===== src/rtl/hssl_vio_pkg.sv =====
// hssl_vio_pkg: shared types and constants for the VIO -> GTH/HSSL control block.
package hssl_vio_pkg;

    localparam int LB_W    = 3;
    localparam int NUM_RST = 6;

    // Index of each reset request in the per-request vectors.
    localparam int RST_ALL    = 0;
    localparam int RST_TX_PLL = 1;
    localparam int RST_TX     = 2;
    localparam int RST_RX_PLL = 3;
    localparam int RST_RX     = 4;
    localparam int RST_HSSL   = 5;

    typedef enum logic [1:0] {
        IDLE     = 2'd0,
        SETTLE   = 2'd1,
        APPLY    = 2'd2,
        WAIT_RST = 2'd3
    } lb_state_e;

endpackage


===== src/rtl/bit_synchronizer.sv =====
// bit_synchronizer: two-flop synchroniser for one asynchronous level.
// Deliberately has no reset so the chain keeps tracking the VIO level while
// rst_n is low; a level held high across reset is then already settled at
// release and the edge detector behind it sees no rise.
module bit_synchronizer (
    input  logic clk,
    input  logic d_i,
    output logic q_o
);

    (* ASYNC_REG = "TRUE" *) logic [1:0] sync_q;

    // Shift the async level through the two metastability flops.
    always_ff @(posedge clk) begin
        sync_q <= {sync_q[0], d_i};
    end

    assign q_o = sync_q[1];

endmodule


===== src/rtl/hssl_vio_pulse.sv =====
// hssl_vio_pulse: one reset request channel. Synchronises the VIO level,
// detects its rising edge and stretches it (or a local launch) into a
// PULSE_LEN-cycle pulse. A new trigger reloads the counter.
module hssl_vio_pulse #(
    parameter int PULSE_LEN = 16
) (
    input  logic clk,
    input  logic rst_n,
    input  logic vio_i,
    input  logic launch_i,
    output logic rise_o,
    output logic pulse_o
);

    localparam int            CW   = $clog2(PULSE_LEN + 1);
    localparam logic [CW-1:0] LOAD = CW'(PULSE_LEN);

    logic          sync;
    logic          prev_q;
    logic [CW-1:0] cnt_q, cnt_d;

    (* DONT_TOUCH = "TRUE" *)
    bit_synchronizer u_sync (
        .clk (clk),
        .d_i (vio_i),
        .q_o (sync)
    );

    assign rise_o  = sync & ~prev_q;
    assign pulse_o = (cnt_q != '0);

    // Reload on any trigger, otherwise count down to zero and hold there.
    always_comb begin
        cnt_d = cnt_q;
        if (rise_o || launch_i) begin
            cnt_d = LOAD;
        end else if (cnt_q != '0) begin
            cnt_d = cnt_q - CW'(1);
        end
    end

    // prev resets high so a level already asserted at reset does not fire.
    always_ff @(posedge clk or negedge rst_n) begin
        if (!rst_n) begin
            prev_q <= 1'b1;
            cnt_q  <= '0;
        end else begin
            prev_q <= sync;
            cnt_q  <= cnt_d;
        end
    end

endmodule


===== src/rtl/hssl_vio_ctl.sv =====
// hssl_vio_ctl: turns asynchronous VIO probe_out levels into clean
// clk-synchronous reset pulses and a debounced loopback select for the GTH.
// Optional request counter on req_cnt is built only when
// HSSL_VIO_CTL_CNT_EN is defined; otherwise req_cnt is tied to zero.
module hssl_vio_ctl
    import hssl_vio_pkg::*;
#(
    parameter int PULSE_LEN     = 16,
    parameter int STABLE_CYCLES = 64,
    parameter int CNT_W         = 16
) (
    input  logic             clk,
    input  logic             rst_n,
    input  logic             vio_reset_all,
    input  logic             vio_reset_tx_pll_dp,
    input  logic             vio_reset_tx_dp,
    input  logic             vio_reset_rx_pll_dp,
    input  logic             vio_reset_rx_dp,
    input  logic             vio_reset_hssl,
    input  logic [LB_W-1:0]  vio_loopback,
    output logic             reset_all_out,
    output logic             reset_tx_pll_dp_out,
    output logic             reset_tx_dp_out,
    output logic             reset_rx_pll_dp_out,
    output logic             reset_rx_dp_out,
    output logic             reset_hssl_out,
    output logic [LB_W-1:0]  loopback_out,
    output logic             busy,
    output logic [CNT_W-1:0] req_cnt
);

    localparam int            SW      = $clog2(STABLE_CYCLES + 1);
    localparam logic [SW-1:0] ST_LAST = SW'(STABLE_CYCLES - 1);

    logic [NUM_RST-1:0] vio_req, rise, pulse, launch;
    logic [LB_W-1:0]    sync_lb;
    lb_state_e          state_q, state_d;
    logic [LB_W-1:0]    lb_q, lb_d, cand_q, cand_d;
    logic [SW-1:0]      st_cnt_q, st_cnt_d;

    assign vio_req[RST_ALL]    = vio_reset_all;
    assign vio_req[RST_TX_PLL] = vio_reset_tx_pll_dp;
    assign vio_req[RST_TX]     = vio_reset_tx_dp;
    assign vio_req[RST_RX_PLL] = vio_reset_rx_pll_dp;
    assign vio_req[RST_RX]     = vio_reset_rx_dp;
    assign vio_req[RST_HSSL]   = vio_reset_hssl;

    hssl_vio_pulse #(.PULSE_LEN(PULSE_LEN)) u_pulse [NUM_RST-1:0] (
        .clk      (clk),
        .rst_n    (rst_n),
        .vio_i    (vio_req),
        .launch_i (launch),
        .rise_o   (rise),
        .pulse_o  (pulse)
    );

    (* DONT_TOUCH = "TRUE" *)
    bit_synchronizer u_lb_sync [LB_W-1:0] (
        .clk (clk),
        .d_i (vio_loopback),
        .q_o (sync_lb)
    );

    // reset_all dominates: every other reset is held while it is active.
    assign reset_all_out       = pulse[RST_ALL];
    assign reset_tx_pll_dp_out = pulse[RST_TX_PLL] | pulse[RST_ALL];
    assign reset_tx_dp_out     = pulse[RST_TX]     | pulse[RST_ALL];
    assign reset_rx_pll_dp_out = pulse[RST_RX_PLL] | pulse[RST_ALL];
    assign reset_rx_dp_out     = pulse[RST_RX]     | pulse[RST_ALL];
    assign reset_hssl_out      = pulse[RST_HSSL]   | pulse[RST_ALL];
    assign loopback_out        = lb_q;
    assign busy                = (|pulse) || (state_q != IDLE);

    // Loopback FSM state and datapath registers.
    always_ff @(posedge clk or negedge rst_n) begin
        if (!rst_n) begin
            state_q  <= IDLE;
            lb_q     <= '0;
            cand_q   <= '0;
            st_cnt_q <= '0;
        end else begin
            state_q  <= state_d;
            lb_q     <= lb_d;
            cand_q   <= cand_d;
            st_cnt_q <= st_cnt_d;
        end
    end

    // Next state: a candidate must hold STABLE_CYCLES cycles before APPLY.
    always_comb begin
        state_d  = state_q;
        cand_d   = cand_q;
        st_cnt_d = st_cnt_q;
        case (state_q)
            IDLE: begin
                st_cnt_d = '0;
                if (sync_lb != lb_q) begin
                    state_d = SETTLE;
                    cand_d  = sync_lb;
                end
            end
            SETTLE: begin
                if (sync_lb == lb_q) begin
                    state_d  = IDLE;
                    st_cnt_d = '0;
                end else if (sync_lb != cand_q) begin
                    cand_d   = sync_lb;
                    st_cnt_d = '0;
                end else begin
                    st_cnt_d = st_cnt_q + SW'(1);
                    if (st_cnt_d >= ST_LAST) state_d = APPLY;
                end
            end
            APPLY:    state_d = WAIT_RST;
            WAIT_RST: if (!reset_rx_dp_out) state_d = IDLE;
            default:  state_d = IDLE;
        endcase
    end

    // Outputs: APPLY commits the candidate and relaunches the RX datapath reset.
    always_comb begin
        lb_d   = lb_q;
        launch = '0;
        if (state_q == APPLY) begin
            lb_d           = cand_q;
            launch[RST_RX] = 1'b1;
        end
    end

`ifdef HSSL_VIO_CTL_CNT_EN
    logic [CNT_W-1:0] req_cnt_q, req_cnt_d;
    logic [CNT_W+2:0] sum;

    // Add up to NUM_RST VIO rises per cycle, saturating at all-ones.
    always_comb begin
        sum = {3'b000, req_cnt_q};
        for (int i = 0; i < NUM_RST; i++) begin
            sum = sum + {{(CNT_W+2){1'b0}}, rise[i]};
        end
        req_cnt_d = (sum > {3'b000, {CNT_W{1'b1}}}) ? '1 : sum[CNT_W-1:0];
    end

    // Request counter register.
    always_ff @(posedge clk or negedge rst_n) begin
        if (!rst_n) req_cnt_q <= '0;
        else        req_cnt_q <= req_cnt_d;
    end

    assign req_cnt = req_cnt_q;
`else
    logic unused_rise;
    assign unused_rise = ^rise;
    assign req_cnt     = '0;
`endif

endmodule

===== config.mk =====
export PLATFORM = sky130hd
export DESIGN_NAME = hssl_vio_ctl
export DESIGN_NICKNAME = d
export VERILOG_FILES = /design/src/rtl/hssl_vio_pkg.sv /design/src/rtl/bit_synchronizer.sv /design/src/rtl/hssl_vio_pulse.sv /design/src/rtl/hssl_vio_ctl.sv
export SDC_FILE = /design/constraint.sdc
export NUM_CORES = 1
export LEC_CHECK = 0
export CAP_MARGIN = 20
export CORE_ASPECT_RATIO = 0.9
export CORE_UTILIZATION = 45
export DETAILED_ROUTE_END_ITERATION = 6
export PLACE_DENSITY_LB_ADDON = 0.1
export SYNTH_ARGS = -nofsm -noshare
export SYNTH_HDL_FRONTEND = slang
export SYNTH_SLANG_ARGS = --single-unit

===== constraint.sdc =====
create_clock -name clk -period 2.4 [get_ports clk]
set_clock_uncertainty 0.2 [all_clocks]
set_input_delay 0.36 -clock clk [delete_from_list [all_inputs] [get_ports clk]]
set_output_delay 0.36 -clock clk [all_outputs]
set_load 0.01 [all_outputs]

==> results.py, run 1 <==
metrics = {
    "route": {
        "first_iter_violations": 59,
        "antenna_left": 0,
        "vias": 2106,
        "drc_errors": 0,
        "wl_per_cell_um": 11.78,
        "wl_um": 5206,
        "routed_via_density": 4.765,
        "drt_first_pass_iters": 4,
    },
    "yosys": {
        "synth_top_flop_cell": "dfrtp_1",
        "synth_area_um2": 3095,
        "ys_ff_latch": 69,
        "ys_types": 40,
        "synthArstFlopShare": 0.7391,
        "synthCells": 288,
        "yosysWarnings": 0,
        "synth-seq-area-share": 0.5311,
        "synth.avg_cell_area_um2": 10.75,
        "synth_edf_count": 0,
    },
    "final_layout": {
        "drive_gt1_frac": 0.2415,
        "final_common_cell": "dfrtp_1",
        "n_fill_cell": 574,
        "final_cell_mix": "dfrtp_1 (45), nor2_1 (34), buf_4 (27)",
        "fin_cells": 442,
        "final_nets": 372,
        "insertedDiodeCount": 0,
        "syn_to_final_growth_pct": 24.86,
    },
    "setup_path": {
        "arrival_ps": 1950,
        "end_kind": "output port",
        "slowest_delay_ps": 400,
        "critPathCapture": "busy",
        "crit_cells": 8,
        "cp-start-kind": "flop",
        "critPathLaunch": "u_pulse[0].cnt_q[0]",
        "reg2regPathDepth": 8,
        "cp_cell_sequence": "inv_2, ha_4, nor4b_4, nand2_2, buf_6, nor4_4, nand4_1, buf_2",
        "rrSetupSlack_ps": 540,
        "cp_max_fo": 3,
        "r2r_start": "u_pulse[0].cnt_q[0]",
        "required_ps": 1840,
        "critPathKind": "flop to output port",
        "reg2reg_to": "state_q[0]",
        "crit_buf_inv": 3,
        "cpMaxStageDelayCell": "dfrtp_1",
        "crit_family": "simple AND/OR/NAND/NOR gates",
    },
    "power_and_ir_drop": {
        "powerDensity_nw_per_um2": 1120,
        "p_leak_nw": 1.730,
        "ir_drop_v": 0.0005122,
        "power_mw": 4.328,
    },
    "cts": {
        "clock_path_buffers": 2,
        "cts_max_level": 3,
        "clk_latency_ps": 340,
        "cts_root_buf": "clkbuf_8",
        "clk_pin_slew_ps": 80,
        "cts_sinks": 69,
        "cts_tree": "yes",
        "numCtsBuffers": 9,
    },
    "sta": {
        "min_period_ps": 2509,
        "finalHoldViolCount": 0,
        "fin_crit_sh": 1.045,
        "tightest_slew_ps": 546.0,
        "slew_headroom": 0.6322,
        "max_freq_mhz": 398.6,
        "setup_violations": 1,
        "drv_slew": 0,
        "worst_slack_ps": -108.7,
        "rsz0062_at_grt": "yes",
    },
    "global_routing": {
        "antenna_found_initial": 0,
        "grt.total_usage": 0.1713,
        "grt_pass1_vias": 2073,
        "overflow": 0,
        "grt_max_degree": 22,
        "grt_pass1_wl_um": 9246,
    },
    "floorplan": {
        "die-area_um2": 7215,
        "row_count": 28,
        "fp.dieW_um": 89.43,
        "fp.coreArea_um2": 6621,
        "ios": 37,
        "die_h_um": 80.69,
        "initial_core_util": 0.4675,
    },
    "place": {
        "dp_cells": 417,
        "dp_hpwl_um": 3610,
        "gp_congestion": 0.7791,
        "port_buffers": 20,
    },
    "job": {
        "cap_violations": 0,
    },
    "run_status": {
        "violations": "setup timing",
        "outcome": "finished with violations",
    },
    "hold_path": {
        "hp-class": "flop to flop",
    },
}
[cells in the mapped netlist (5+ instances only)]
cell | instances | share of area
or3_1 | 5 | 0.010
a21o_1 | 5 | 0.012
inv_1 | 20 | 0.024
nor2b_1 | 7 | 0.014
dfstp_2 | 6 | 0.051
nor2_1 | 34 | 0.041
nor4_1 | 6 | 0.012
buf_4 | 16 | 0.039
nand2_1 | 14 | 0.017
ha_1 | 14 | 0.057
dfxtp_1 | 18 | 0.12
a211oi_1 | 7 | 0.017
a21oi_1 | 9 | 0.015
nor3_1 | 15 | 0.024
mux2_2 | 8 | 0.029
xnor2_1 | 15 | 0.042
dfrtp_1 | 45 | 0.36
[power breakdown]
group | switching (mW) | leakage, nW | total (mW) | internal (mW)
logic | 0.640 | 0.825 | 1.40 | 0.761
registers | 0.244 | 0.775 | 1.68 | 1.43
clock network | 0.447 | 0.130 | 1.25 | 0.802
total | 1.33 | 1.73 | 4.33 | 3.00
[area by class of cell]
| cell class | instances | area (µm²) | share of cell area |
|---|---|---|---|
| repair buffers | 52 | 421.7 | 0.1091 |
| clock buffers | 9 | 123.9 | 0.03205 |
| well taps | 90 | 112.6 | 0.02914 |
| flip-flops and latches | 69 | 1644 | 0.4254 |
| multi-input cells | 195 | 1340 | 0.3467 |
| clock inverters | 7 | 145.1 | 0.03755 |
| inverters | 20 | 77.57 | 0.02007 |
[cells by family (layout without fill, tap and decap cells)]
family,after synthesis,in the layout,share of synthesized area
and+or+nand+nor,103,103,0.1839
DFF,69,69,0.5311
AOI/OAI and AO/OA,37,37,0.08084
other,1,16,0.001211
muxes,8,8,0.02910
buffers and inverters,39,88,0.06912
adders and majority gates,14,14,0.05659
xor gates and xnor gates,17,17,0.04810
[worst min-delay path by stage]
stage                             end                         from  cells after the start
CTS                 u_pulse[0].prev_q  u_pulse[0].u_sync.sync_q[1]                      0
global placement    u_pulse[0].prev_q  u_pulse[0].u_sync.sync_q[1]                      0
detailed placement  u_pulse[0].prev_q  u_pulse[0].u_sync.sync_q[1]                      0
finish              u_pulse[0].prev_q  u_pulse[0].u_sync.sync_q[1]                      0
floorplan                   async pin                        rst_n                      0
global route        u_pulse[1].prev_q  u_pulse[1].u_sync.sync_q[1]                      0
[metal layers]
layer,routed length [µm],global-route usage,part of all wire,vias up
met5,0,0,0,-
met4,48,0.07143,0.0092,0
met2,2382,0.2664,0.46,37
met1,2593,0.2186,0.50,987
met3,182,0.05550,0.035,7
li1,-,-,-,1075
[per-stage QoR]
| stage | area [µm²] | setup slack [ps] | utilization | hold WS [ps] | TNS (ps) |
|---|---|---|---|---|---|
| final | 3865 | -108.7 | 0.5837 | 106.5 | -108.7 |
| after global routing | 3865 | -273.2 | 0.5837 | 120.4 | -275.3 |
| after CTS | 3836 | -145.1 | 0.5794 | 107.7 | -145.1 |
| after detailed placement | 3493 | -88.23 | 0.5276 | 96.26 | -88.23 |
| after global placement | 3493 | -79.99 | 0.5276 | 97.11 | -79.99 |
| after floorplan | 3152 | 303.6 | - | -135.6 | 0 |
[timing repair]
item / CTS / global route
gates cloned: 1 / 0
endpoints found under the hold margin: 17 / 0
setup buffers: 6 / 2
setup endpoints to repair: 7 / 7
resized for setup: 29 / 13
hold buffers: 1 / 0
pin swaps: 3 / 4
[state kept, by name (all words and copies together) (netlist names), named ones only]
register	flops
cand_q	3
loopback_out	3
st_cnt_q	7
state_q	1
u_lb_sync.sync_q	6
u_pulse.cnt_q	30
u_pulse.prev_q	6
u_pulse.u_sync.sync_q	12
[worst register-to-register path, stage by stage (launching register included)]
cell and delay [ps]:
dfrtp_1 400, inv_2 80, ha_4 130, nor4b_4 260, buf_2 210, buf_4 120, a31oi_1 110, nor2_1 130
a21oi_1 90
Power figures use the tool's default switching activity.
==> run 2: changes to the inputs <==
--- a/config.mk
+++ b/config.mk
@@ -5,6 +5,7 @@
 export SDC_FILE = /design/constraint.sdc
 export NUM_CORES = 1
 export LEC_CHECK = 0
+export ABC_AREA = 1
 export CAP_MARGIN = 20
 export CORE_ASPECT_RATIO = 0.9
 export CORE_UTILIZATION = 45
==> run 2 against run 1 <==
Against the previous run: the run now ends clean; flip-flop and latch count stayed put; clock-buffer cell count is 2 higher; critical path depth is 3 lower; highest routed layer unchanged.
==> results.py, run 2 <==
metrics = {
    "final_layout": {
        "top_register": "u_pulse.cnt_q",
        "fin_util": 0.5613,
        "syn_to_final_growth_pct": 18.33,
        "final_cell_mix": "nand2_1 (54), inv_1 (45), dfrtp_1 (45)",
        "fin_cells": 488,
        "seq_area_um2": 1644,
        "n_fill_cell": 617,
        "final_nets": 418,
        "final_common_cell": "nand2_1",
        "multi_input_area_um2": 1250,
        "largest_reg_flops": 30,
        "fin_area_um2": 3756,
        "drive_gt1_frac": 0.1834,
        "insertedDiodeCount": 0,
        "largestRegisters": "u_pulse.cnt_q: 30 flops, u_pulse.u_sync.sync_q: 12 flops, st_cnt_q: 7 flops",
    },
    "sta": {
        "holdWs_ps": 110.4,
        "setup_violations": 0,
        "setup-tns-final_ps": 0,
        "slew_headroom": 0.5879,
        "drv_slew": 0,
        "max_freq_mhz": 437.3,
        "tightest_slew_ps": 618.1,
        "finalHoldViolCount": 0,
        "worst_slack_ps": 113.2,
        "min_period_ps": 2287,
        "fin_crit_sh": 0.9528,
        "rsz0062_at_grt": "no",
    },
    "yosys": {
        "synth-seq-area-share": 0.5179,
        "ys_types": 37,
        "synth_largest_area_cell": "dfrtp_1",
        "synth_area_leaders": "dfrtp_1 (35%), dfxtp_1 (11%), nand2_1 (6.5%), inv_1 (5.9%), ha_1 (5.5%)",
        "synthArstFlopShare": 0.7391,
        "synth_edf_count": 0,
        "synth_top_flop_cell": "dfrtp_1",
        "netlist_top_cells_count": "nand2_1 (55), inv_1 (50), dfrtp_1 (45), nor2_1 (24), nand3_1 (21)",
        "yosysWarnings": 0,
        "synth.avg_cell_area_um2": 9.044,
        "ys_ff_latch": 69,
        "synth_area_um2": 3174,
        "synthCells": 351,
        "synthMostInstantiatedCell": "nand2_1",
        "synth_top_area_share": 0.3547,
    },
    "global_routing": {
        "overflow": 0,
        "grt_max_degree": 51,
        "antenna_found_initial": 0,
        "grt_pass1_wl_um": 9894,
        "grt_pass1_vias": 2233,
        "grt.total_usage": 0.1725,
    },
    "power_and_ir_drop": {
        "ir_drop_v": 0.0005588,
        "powerDensity_nw_per_um2": 1029,
        "p_leak_nw": 1.871,
        "power_mw": 3.864,
    },
    "floorplan": {
        "die_h_um": 81.68,
        "die-area_um2": 7394,
        "ios": 37,
        "fp.coreArea_um2": 6691,
        "initial_core_util": 0.4744,
        "row_count": 28,
        "fp.dieW_um": 90.53,
    },
    "route": {
        "drc_errors": 0,
        "wl_per_cell_um": 10.96,
        "wl_um": 5347,
        "first_iter_violations": 77,
        "antenna_left": 0,
        "routed_via_density": 4.590,
        "drt_first_pass_iters": 4,
        "vias": 2240,
    },
    "cts": {
        "cts_tree": "yes",
        "clock_path_buffers": 2,
        "numCtsBuffers": 9,
        "clk_latency_ps": 350,
        "cts_max_level": 3,
        "cts_sinks": 69,
        "clk_pin_slew_ps": 70,
        "cts_root_buf": "clkbuf_8",
    },
    "setup_path": {
        "rrSetupSlack_ps": 600,
        "r2r_start": "st_cnt_q[0]",
        "required_ps": 1840,
        "end_kind": "output port",
        "arrival_ps": 1730,
        "critPathKind": "flop to output port",
        "reg2regPathDepth": 11,
        "cp_max_fo": 5,
        "cp-start-kind": "flop",
    },
    "place": {
        "dp_hpwl_um": 3779,
        "port_buffers": 20,
        "dpl_worst_slack_ps": 41.41,
        "placedInstanceArea_um2": 3458,
        "dp_cells": 465,
        "gp_congestion": 0.7979,
    },
    "job": {
        "cap_violations": 0,
    },
    "hold_path": {
        "whs_endpoint": "u_pulse[2].prev_q",
        "min_path_cells": 0,
        "hp-class": "flop to flop",
        "holdCritStartpoint": "u_pulse[2].u_sync.sync_q[1]",
    },
    "run_status": {
        "outcome": "completed",
    },
}
## run 2: changes by cell type after synthesis, moves of 8 or more
cell / change
nand3_1: +17
nand2_1: +41
mux2_2: -8
nor2_1: -10
xnor2_1: -9
nor3_1: -11
inv_1: +30
o21ai_1: +11
inv_2: +12
## run 2: power breakdown
group,internal [mW],leakage (nW),switching [mW]
Clock,0.569,0.110,0.438
Sequential,1.44,0.774,0.194
Combinational,0.533,0.986,0.686
## run 2: cell families after synthesis
family                   synth area share
other                            0.001181
AO/OA/AOI/OAI                     0.08081
flip-flops                         0.5179
buffers and inverters              0.1167
multiplexers                      0.01064
XOR/XNOR                          0.04139
adder cells (fa/ha/maj)           0.05518
AND/OR/NAND/NOR                    0.1762
## run 2: what timing repair did
| action | 4_1_cts | 5_1_grt |
|---|---|---|
| endpoints found under the setup margin | 6 | 1 |
| hold buffers | 1 | 0 |
| gates cloned | 0 | 0 |
| pin swaps | 2 | 3 |
| hold endpoints to repair | 46 | 0 |
| gates resized for setup | 14 | 8 |
| buffers inserted | 2 | 4 |
## run 2: worst max-delay path, cell delays in order, from the launching register on
cell and delay (ps):
dfrtp_1 390, inv_1 80, ha_2 170, nand3_2 90, buf_4 170, clkdlybuf4s50_1 470
## run 2: worst max-delay path by stage
stage                         from            end  cells past startpoint
6_report       u_pulse[0].cnt_q[1]  reset_all_out                      5
5_1_grt        u_pulse[5].cnt_q[0]           busy                      7
4_1_cts        u_pulse[1].cnt_q[1]           busy                      8
3_5_place_dp   u_pulse[4].cnt_q[0]           busy                      8
3_3_place_gp   u_pulse[4].cnt_q[0]           busy                      8
2_1_floorplan  u_pulse[0].cnt_q[0]           busy                      7
## run 2: cell type report
cell class	count	area share
Inverter	65	0.06562
Tap cell	90	0.02998
Timing Repair Buffer	33	0.07562
Sequential cell	69	0.4377
Multi-Input combinational cell	215	0.3328
Clock inverter	5	0.01499
Clock buffer	11	0.04330
## run 2: routing by layer
metal | global-route usage | share of wire | up-vias
li1 | - | - | 1168
met1 | 0.2143 | 0.49 | 1024
met2 | 0.2803 | 0.45 | 41
met3 | 0.06204 | 0.043 | 7
met4 | 0.06129 | 0.012 | 0
met5 | 0 | 0 | -
